`config.mk`:
```
export PLATFORM = sky130hd
export DESIGN_NAME = alu_seq
export DESIGN_NICKNAME = d
export VERILOG_FILES = /design/src/rtl/alu_seq.sv
export SDC_FILE = /design/constraint.sdc
export NUM_CORES = 1
export LEC_CHECK = 0
export BUFFER_PORTS_ARGS = -buffer_cell sky130_fd_sc_hd__clkbuf_2
export CORE_MARGIN = 2
export CORE_UTILIZATION = 60
export CTS_CLUSTER_DIAMETER = 30
export DETAILED_ROUTE_END_ITERATION = 6
export GPL_TIMING_DRIVEN = 0
export PLACE_DENSITY = 0.85
export SLEW_MARGIN = 20
export SYNTH_ARGS = -nofsm -noshare
export SYNTH_HDL_FRONTEND = slang
export SYNTH_SLANG_ARGS = --single-unit
```
`constraint.sdc`:
```
create_clock -name clk -period 5.4 [get_ports clk]
set_clock_uncertainty 0.05 [all_clocks]
set_input_delay 0.54 -clock clk [delete_from_list [all_inputs] [get_ports clk]]
set_output_delay 0.54 -clock clk [all_outputs]
set_load 0.02 [all_outputs]
```
`src/rtl/alu_seq.sv`:
```
// Registered 6502-style ALU with valid/ready handshakes on both sides,
// a WIDTH-generic binary datapath and nibble-serial decimal ADD/SUB.
//
// Ports:
//   clk, rst            rising-edge clock, synchronous active-high reset
//   in_valid/in_ready   operand handshake; in_ready is high only in IDLE
//   alu_op              ADD SUB AND OR XOR INC DEC ASL LSR ROL ROR PASS
//   reg1, reg2          operands A and B
//   carry_in            C in (for SUB, 1 = no borrow)
//   decimal_in          6502 D flag, honoured by ADD/SUB only
//   out_valid/out_ready result handshake; result/flags held until taken
//   result              registered result
//   flags               registered {N,V,Z,C}
module alu_seq #(
    parameter int WIDTH = 8,
    parameter int OP_W  = 5
) (
    input  logic             clk,
    input  logic             rst,
    input  logic             in_valid,
    output logic             in_ready,
    input  logic [OP_W-1:0]  alu_op,
    input  logic [WIDTH-1:0] reg1,
    input  logic [WIDTH-1:0] reg2,
    input  logic             carry_in,
    input  logic             decimal_in,
    output logic             out_valid,
    input  logic             out_ready,
    output logic [WIDTH-1:0] result,
    output logic [3:0]       flags
);

    localparam int DIGITS = WIDTH / 4;
    localparam int CW     = (DIGITS > 1) ? $clog2(DIGITS) : 1;
    localparam int MSB    = WIDTH - 1;

    localparam logic [OP_W-1:0] OP_ADD  = OP_W'(0);
    localparam logic [OP_W-1:0] OP_SUB  = OP_W'(1);
    localparam logic [OP_W-1:0] OP_AND  = OP_W'(2);
    localparam logic [OP_W-1:0] OP_OR   = OP_W'(3);
    localparam logic [OP_W-1:0] OP_XOR  = OP_W'(4);
    localparam logic [OP_W-1:0] OP_INC  = OP_W'(5);
    localparam logic [OP_W-1:0] OP_DEC  = OP_W'(6);
    localparam logic [OP_W-1:0] OP_ASL  = OP_W'(7);
    localparam logic [OP_W-1:0] OP_LSR  = OP_W'(8);
    localparam logic [OP_W-1:0] OP_ROL  = OP_W'(9);
    localparam logic [OP_W-1:0] OP_ROR  = OP_W'(10);
    localparam logic [OP_W-1:0] OP_PASS = OP_W'(11);

    typedef enum logic [1:0] {
        S_IDLE,
        S_EXEC,
        S_BCD,
        S_DONE
    } state_t;

    state_t           r_state;
    state_t           w_next;

    logic [OP_W-1:0]  r_op;
    logic [WIDTH-1:0] r_a;
    logic [WIDTH-1:0] r_b;
    logic             r_cin;
    logic             r_dec;
    logic [WIDTH-1:0] r_result;
    logic [3:0]       r_flags;
    logic [CW-1:0]    r_cnt;
    logic             r_dc;
    logic             r_v;

    logic             w_accept;
    logic             w_is_dec;
    logic             w_last;

    logic [WIDTH-1:0] w_bb;
    logic [WIDTH:0]   w_sum;
    logic             w_add_v;
    logic [WIDTH-1:0] w_bin_r;
    logic             w_bin_c;
    logic             w_bin_v;

    logic [CW+1:0]    w_shamt;
    logic [3:0]       w_an;
    logic [3:0]       w_bn;
    logic [4:0]       w_s5;
    logic [5:0]       w_d6;
    logic [3:0]       w_nib;
    logic             w_dc_nx;
    logic [WIDTH-1:0] w_mask;
    logic [WIDTH-1:0] w_bcd_res;

    assign in_ready  = (r_state == S_IDLE);
    assign out_valid = (r_state == S_DONE);
    assign result    = r_result;
    assign flags     = r_flags;

    assign w_accept = (r_state == S_IDLE) && in_valid;
    assign w_is_dec = r_dec && ((r_op == OP_ADD) || (r_op == OP_SUB));
    assign w_last   = (r_cnt == CW'(DIGITS - 1));

    // Binary datapath; SUB reuses the adder with B inverted.
    always_comb begin
        w_bb    = (r_op == OP_SUB) ? ~r_b : r_b;
        w_sum   = {1'b0, r_a} + {1'b0, w_bb} + {{WIDTH{1'b0}}, r_cin};
        w_add_v = ~(r_a[MSB] ^ w_bb[MSB]) & (r_a[MSB] ^ w_sum[MSB]);
        w_bin_r = '0;
        w_bin_c = 1'b0;
        w_bin_v = 1'b0;
        case (r_op)
            OP_ADD, OP_SUB: begin
                w_bin_r = w_sum[MSB:0];
                w_bin_c = w_sum[WIDTH];
                w_bin_v = w_add_v;
            end
            OP_AND:  w_bin_r = r_a & r_b;
            OP_OR:   w_bin_r = r_a | r_b;
            OP_XOR:  w_bin_r = r_a ^ r_b;
            OP_INC:  w_bin_r = r_a + WIDTH'(1);
            OP_DEC:  w_bin_r = r_a - WIDTH'(1);
            OP_ASL: begin
                w_bin_r = {r_a[MSB-1:0], 1'b0};
                w_bin_c = r_a[MSB];
            end
            OP_LSR: begin
                w_bin_r = {1'b0, r_a[MSB:1]};
                w_bin_c = r_a[0];
            end
            OP_ROL: begin
                w_bin_r = {r_a[MSB-1:0], r_cin};
                w_bin_c = r_a[MSB];
            end
            OP_ROR: begin
                w_bin_r = {r_cin, r_a[MSB:1]};
                w_bin_c = r_a[0];
            end
            OP_PASS: w_bin_r = r_b;
            default: ;
        endcase
    end

    // One decimal digit per cycle; the digit lands in place in r_result.
    always_comb begin
        w_shamt = {r_cnt, 2'b00};
        w_an    = 4'(r_a >> w_shamt);
        w_bn    = 4'(r_b >> w_shamt);
        w_s5    = {1'b0, w_an} + {1'b0, w_bn} + {4'b0, r_dc};
        w_d6    = {2'b0, w_an} - {2'b0, w_bn} - {5'b0, ~r_dc};
        w_nib   = w_s5[3:0];
        w_dc_nx = 1'b0;
        if (r_op == OP_SUB) begin
            // r_dc is "no borrow"; a negative digit borrows from the next.
            if (w_d6[5]) begin
                w_nib   = w_d6[3:0] + 4'd10;
                w_dc_nx = 1'b0;
            end else begin
                w_nib   = w_d6[3:0];
                w_dc_nx = 1'b1;
            end
        end else begin
            if (w_s5 > 5'd9) begin
                w_nib   = w_s5[3:0] + 4'd6;
                w_dc_nx = 1'b1;
            end else begin
                w_nib   = w_s5[3:0];
                w_dc_nx = 1'b0;
            end
        end
        w_mask    = WIDTH'(4'hF) << w_shamt;
        w_bcd_res = (r_result & ~w_mask) | (WIDTH'(w_nib) << w_shamt);
    end

    always_ff @(posedge clk) begin
        if (rst) begin
            r_state <= S_IDLE;
        end else begin
            r_state <= w_next;
        end
    end

    always_comb begin
        w_next = r_state;
        unique case (r_state)
            S_IDLE:  if (in_valid) w_next = S_EXEC;
            S_EXEC:  w_next = w_is_dec ? S_BCD : S_DONE;
            S_BCD:   if (w_last) w_next = S_DONE;
            S_DONE:  if (out_ready) w_next = S_IDLE;
            default: w_next = S_IDLE;
        endcase
    end

    always_ff @(posedge clk) begin
        if (rst) begin
            r_op     <= '0;
            r_a      <= '0;
            r_b      <= '0;
            r_cin    <= 1'b0;
            r_dec    <= 1'b0;
            r_result <= '0;
            r_flags  <= '0;
            r_cnt    <= '0;
            r_dc     <= 1'b0;
            r_v      <= 1'b0;
        end else begin
            if (w_accept) begin
                r_op  <= alu_op;
                r_a   <= reg1;
                r_b   <= reg2;
                r_cin <= carry_in;
                r_dec <= decimal_in;
                r_cnt <= '0;
            end
            if (r_state == S_EXEC) begin
                r_result <= w_bin_r;
                r_v      <= w_bin_v;
                r_dc     <= r_cin;
                r_cnt    <= '0;
                if (!w_is_dec) begin
                    r_flags <= {w_bin_r[MSB], w_bin_v,
                                (w_bin_r == '0), w_bin_c};
                end
            end
            if (r_state == S_BCD) begin
                r_result <= w_bcd_res;
                r_dc     <= w_dc_nx;
                if (w_last) begin
                    r_cnt   <= '0;
                    // V stays as the binary adder produced it.
                    r_flags <= {w_bcd_res[MSB], r_v,
                                (w_bcd_res == '0), w_dc_nx};
                end else begin
                    r_cnt <= r_cnt + CW'(1);
                end
            end
        end
    end

endmodule

```
# Word-level counts from Yosys, hierarchy flattened

Cells that the tools add are included.

Input port bits: 27
Register bits after elaboration: 40
Output and inout port bits: 14

Equal/unequal tests: 17
Shift operators: 4
Bitwise gates (word level): 12
Reduce and logical (&&, ||, !) cells: 13
Muxes and demuxes: 27
$add $sub $neg: 11
Order comparisons: 1

Operator list:

| cell                  | count |
|---|---|
| $pmux W8 S11          | 1 |
| $mux W4               | 7 |
| $mux W8               | 3 |
| $eq A5 B3 Y1 const B  | 4 |
| $eq A5 B4 Y1 const B  | 4 |
| $and A8 B8 Y8         | 2 |
| $logic_not A8 Y1      | 2 |
| $not A8 Y8            | 2 |
| $or A8 B8 Y8          | 2 |
| $shr A8 B3 Y4         | 2 |
| $mux W1               | 11 |
| $eq A5 B2 Y1 const B  | 2 |
| $add A8 B8 Y9         | 1 |
| $add A9 B1 Y9         | 1 |
| $add A8 B1 Y8 const B | 1 |
| $pmux W2 S4           | 1 |
| $shl A4 B3 Y8         | 1 |
| $shl A4 B3 Y8 const A | 1 |
| $sub A8 B1 Y8 const B | 1 |
| $xor A8 B8 Y8         | 1 |
| $mux W2               | 3 |
| $reduce_or A2 Y1      | 3 |
| $sub A5 B2 Y6         | 1 |
| $add A4 B4 Y5         | 1 |
| other kinds (22)      | 27 |

# Depth between registers and ports, before layout

Word-level depth: 11
Gate-level depth with buffers: 17
Depth with buffers taken out: 14

# Least setup slack after synthesis

OpenSTA, ideal clock, no wires.

Kind: reg-to-reg
From: register r_op[0]
To: register r_flags[1], in the netlist flags[1]
Path slack: 1.144 ns
Path buffers: 3
Cell stages (with the launch flop): 17
Required time: 5.277 ns
Arrival time: 4.133 ns
Period minus slack after synthesis: 4.256 ns
Path through: dfxtp_1 -> buf_4 -> or2b_2 -> or4_1 -> clkbuf_1 -> buf_2 -> xnor2_1 -> fa_1 -> inv_1 -> fa_1 -> and2_1 -> a2111oi_0 -> and4_1 -> nand4b_1 -> or4_1 -> or4_1 -> o211ai_2

Longest elaborated chain between the ends: 10
Elaborated cells between the ends (all ways): 28
Classes of those cells: 2 x add/sub; 11 x eq/ne; 1 x shift; 7 x mux; 1 x bitwise; 6 x reduce/logical

RTL lines:

| what                   | line | text |
|---|---|---|
| from (decl)            | 60   | `logic [OP_W-1:0] r_op;` |
| from (signal assigned) | 205  | `r_op <= alu_op;` |
| $eq A5 B1 Y1           | n/a  |  |
| $mux W8                | 103  | `w_bb = (r_op == OP_SUB) ? ~r_b : r_b;` |
| $add A8 B8 Y9          | 104  | `w_sum = {1'b0, r_a} + {1'b0, w_bb} + {{WIDTH{1'b0}}, r_cin};` |
| $add A9 B1 Y9          | 104  |  |
| $pmux W8 S11           | 109  | `case (r_op)` |
| $logic_not A8 Y1       | 219  | `(w_bin_r == '0), w_bin_c};` |
| $mux W4                | 217  | `if (!w_is_dec) begin` |
| $mux W4                | 212  | `if (r_state == S_EXEC) begin` |
| $mux W4                | 225  | `if (w_last) begin` |
| $mux W4 (*)            | 222  | `if (r_state == S_BCD) begin` |
| to (signal assigned)   | 218  | `r_flags <= {w_bin_r[MSB], w_bin_v,` |
| to (signal assigned)   | 228  | `r_flags <= {w_bcd_res[MSB], r_v,` |
| to (decl)              | 66   | `logic [3:0] r_flags;` |

Mark *: on every way between the ends. The rest lies on a longest branch, timed or not.
A chain may end at the register's enable or synchronous reset.

# Final worst setup path

Ends and elaborated chain as after synthesis.

==> impl_metrics.env <==
export IMPL_clk_insertion_delay_late_ns=0.30
export IMPL_critPathCaptureType="register"
export IMPL_initial_core_util_pct=61.1
export IMPL_clk_path_buf_depth=2
export IMPL_cp_max_fo=10
export IMPL_clockRootBuffer="clkbuf_8"
export IMPL_synth_cells=500
export IMPL_power_density_mw_per_mm2=498
export IMPL_post_drt_wl_per_cell_um=17.5
export IMPL_pin_count=41
export IMPL_cpLargestDelayFamily="simple AND/OR/NAND/NOR gates"
export IMPL_crit_arrival_ns=5.15
export IMPL_period_minus_slack_ns=4.97
export IMPL_area_growth_pct=11.1
export IMPL_path_buf_inv=4
export IMPL_cp_required_ns=5.59
export IMPL_r2r_slack_ns=0.43
export IMPL_post_drt_via_cell_ratio=6.27
export IMPL_hold_path_endpoint="r_b[3]"
export IMPL_antenna_found_initial=0
export IMPL_crit_path_top_delay_cell="or4_1"
export IMPL_slew_viol_final=0
export IMPL_period_share_pct=92.0
export IMPL_gp_congestion=1.01
export IMPL_hold_depth=3
export IMPL_multiInputGateArea_mm2=0.00277
export IMPL_worstSetupStartpointType="register"
export IMPL_cpMostUsedCell="or4_1"
export IMPL_path_cells="buf_4 -> or2b_2 -> or4_1 -> clkbuf_1 -> buf_2 -> xnor2_1 -> fa_1 -> inv_1 -> fa_1 -> xnor2_1 -> o32ai_1 -> a221o_1 -> a2111o_1 -> nand4b_1 -> or4_1 -> or4_1 -> o211ai_2"
export IMPL_die_w_um=83.8
export IMPL_cpPeakStageDelay_ns=0.48
export IMPL_ys_warn_count=0
export IMPL_final_fill_count=542
export IMPL_ff_latch_area_um2=801
export IMPL_cts_hold_buf=0
export IMPL_grt_start_max_net_pins=15
export IMPL_ant_nets=0
export IMPL_crit_type="register to register"
export IMPL_drv_cap=0
export IMPL_r2r_end="flags[1]"
export IMPL_timing_fmax_ghz=0.201
export IMPL_htreeDepth=2
export IMPL_port_buffers=39
export IMPL_max_slew_margin_pct=30.7
export IMPL_worst_pin_slew_ns=1.03
export IMPL_final_common_cell="nand2_1"
export IMPL_cts_tree="built"
export IMPL_tns_ns=0
export IMPL_wl_mm=10.9
export IMPL_synthFlopType="dfxtp_1"
export IMPL_synth_seq_cells=40
export IMPL_worstHoldPathType="primary input to register"
export IMPL_via_count=3910
export IMPL_mostFrequentLayoutCells="nand2_1, a21oi_1, ha_1"
export IMPL_drt_initial_drc_count=403
export IMPL_fp_coreArea_mm2=0.00624
export IMPL_grt_setup_unrepaired="no"
export IMPL_fin_ws_ns=0.434
export IMPL_r2r_cells=17
export IMPL_cts_resized=0
export IMPL_cts_buffers=5
export IMPL_ys_seq_area_share_pct=21.0
export IMPL_diodes=0
export IMPL_setup_viol=0
export IMPL_rows=29
export IMPL_drive_above_1_share_pct=12.6
export IMPL_status="finished, final reports clean"
export IMPL_cts_clk_slew_worst_paths_ns=0.09
export IMPL_dp_hpwl_mm=8.45
export IMPL_ir_drop_v=0.000491
export IMPL_cts_sinks=40
export IMPL_place_ws_ns=0.560
export IMPL_drc_errors=0
export IMPL_synth_area_mm2=0.00382
export IMPL_hold_viol=0
export IMPL_syn_nets=578
export IMPL_hp_start="reg2[3]"
export IMPL_p_leak_nw=1.84
export IMPL_overflow=0
export IMPL_total_power_w=0.00211
export IMPL_first_pass_iters=5
export IMPL_grt_pass1_vias=3718
export IMPL_grt_pass1_wl_mm=18.1
export IMPL_async_reset_ff_share_pct=0
export IMPL_yosysUniqueCellTypes=64
export IMPL_grt_usage_pct=31.6
export IMPL_r2r_start="r_op[0]"
export IMPL_synth_area_per_cell_um2=7.63
export IMPL_post_cts_setup_buffers=0
export IMPL_synth_edf_count=0
export IMPL_die_area_mm2=0.00701
export IMPL_die_height_um=83.8
export IMPL_fin_nets=624
[power by group]
part | switching [W] | internal [W]
Sequential | 0.0000949 | 0.000366
Clock | 0.000118 | 0.000139
Combinational | 0.000841 | 0.000551
[metrics by stage]
stage | cell area [um^2] | instances | util, % | hold slack (ns)
finish | 4240 | 624 | 67.9 | 0.406
global route | 4240 | 624 | 67.9 | 0.401
CTS | 4240 | 624 | 67.9 | 0.408
detailed placement | 4120 | 616 | 66.0 | 0.415
global placement | 4110 | 616 | 65.8 | 0.408
floorplan | 3820 | 500 | - | 0.394
[worst reg2reg max path, cell delays in order, from the launching register on]
cell      delay, ns
dfxtp_1        0.32
buf_4          0.17
or2b_2         0.38
or4_1          0.48
clkbuf_1       0.21
buf_2          0.27
xnor2_1        0.26
fa_1           0.25
inv_1          0.06
fa_1           0.41
xnor2_1        0.19
o32ai_1        0.11
a221o_1        0.31
a2111o_1       0.32
nand4b_1       0.17
or4_1          0.40
or4_1          0.45
o211ai_2       0.09
[flip-flops by register name, indices dropped and copies added, names as in the netlist]
name	count
flags	4
r_a	8
r_b	8
r_cin	1
r_cnt	1
r_dc	1
r_dec	1
r_op	5
r_state	2
r_v	1
result	8
[synth_stat cells (all sizes together), types with 7 or more instances]
library cell,count,area (um^2)
o21ai,20,100
nor3,13,65.1
clkbuf,21,78.8
ha,45,563
nor2,35,131
inv,38,143
a22oi,7,52.6
a21oi,47,239
dfxtp,40,801
nand2,73,274
xor2,9,78.8
nand3,8,40.0
a211oi,10,75.1
xnor2,20,175
[per-layer routing]
layer	share of wire [%]	up-vias	global-route usage (%)
li1	-	1857	-
met1	43	1836	41.1
met2	47	180	53.1
met3	7.6	37	4.75
met4	3.0	0	11.6
met5	0	-	0
[cell families (layout without fill, tap and decap cells)]
family,after synthesis,in the layout,share of synthesized area (%)
AND/OR/NAND/NOR,174,174,22.1
AO/OA/AOI/OAI,133,133,23.2
buffers and inverters,65,112,6.95
adder cells (fa/ha/maj),51,51,17.9
flip-flops,40,40,21.0
XOR/XNOR,29,29,6.66
multiplexers,8,8,2.23
[layout make-up]
class,count,area share (%)
Clock inverter,3,1.09
Buffer,27,2.89
Timing Repair Buffer,39,4.60
Multi-Input combinational cell,395,65.3
Sequential cell,40,18.9
Inverter,38,3.36
Tap cell,77,2.27
Clock buffer,5,1.62
[worst max path at each step]
stage	from	end	slack, ns	depth (start not counted)
floorplan	r_op[0]	flags[1]	1.14	16
global placement	r_op[0]	flags[1]	0.64	16
detailed placement	r_op[0]	flags[1]	0.56	17
CTS	r_op[0]	flags[1]	0.53	17
global route	r_op[0]	flags[1]	0.30	17
finish	r_op[0]	flags[1]	0.43	17
Note: power is estimated with default switching activity, not from simulation.
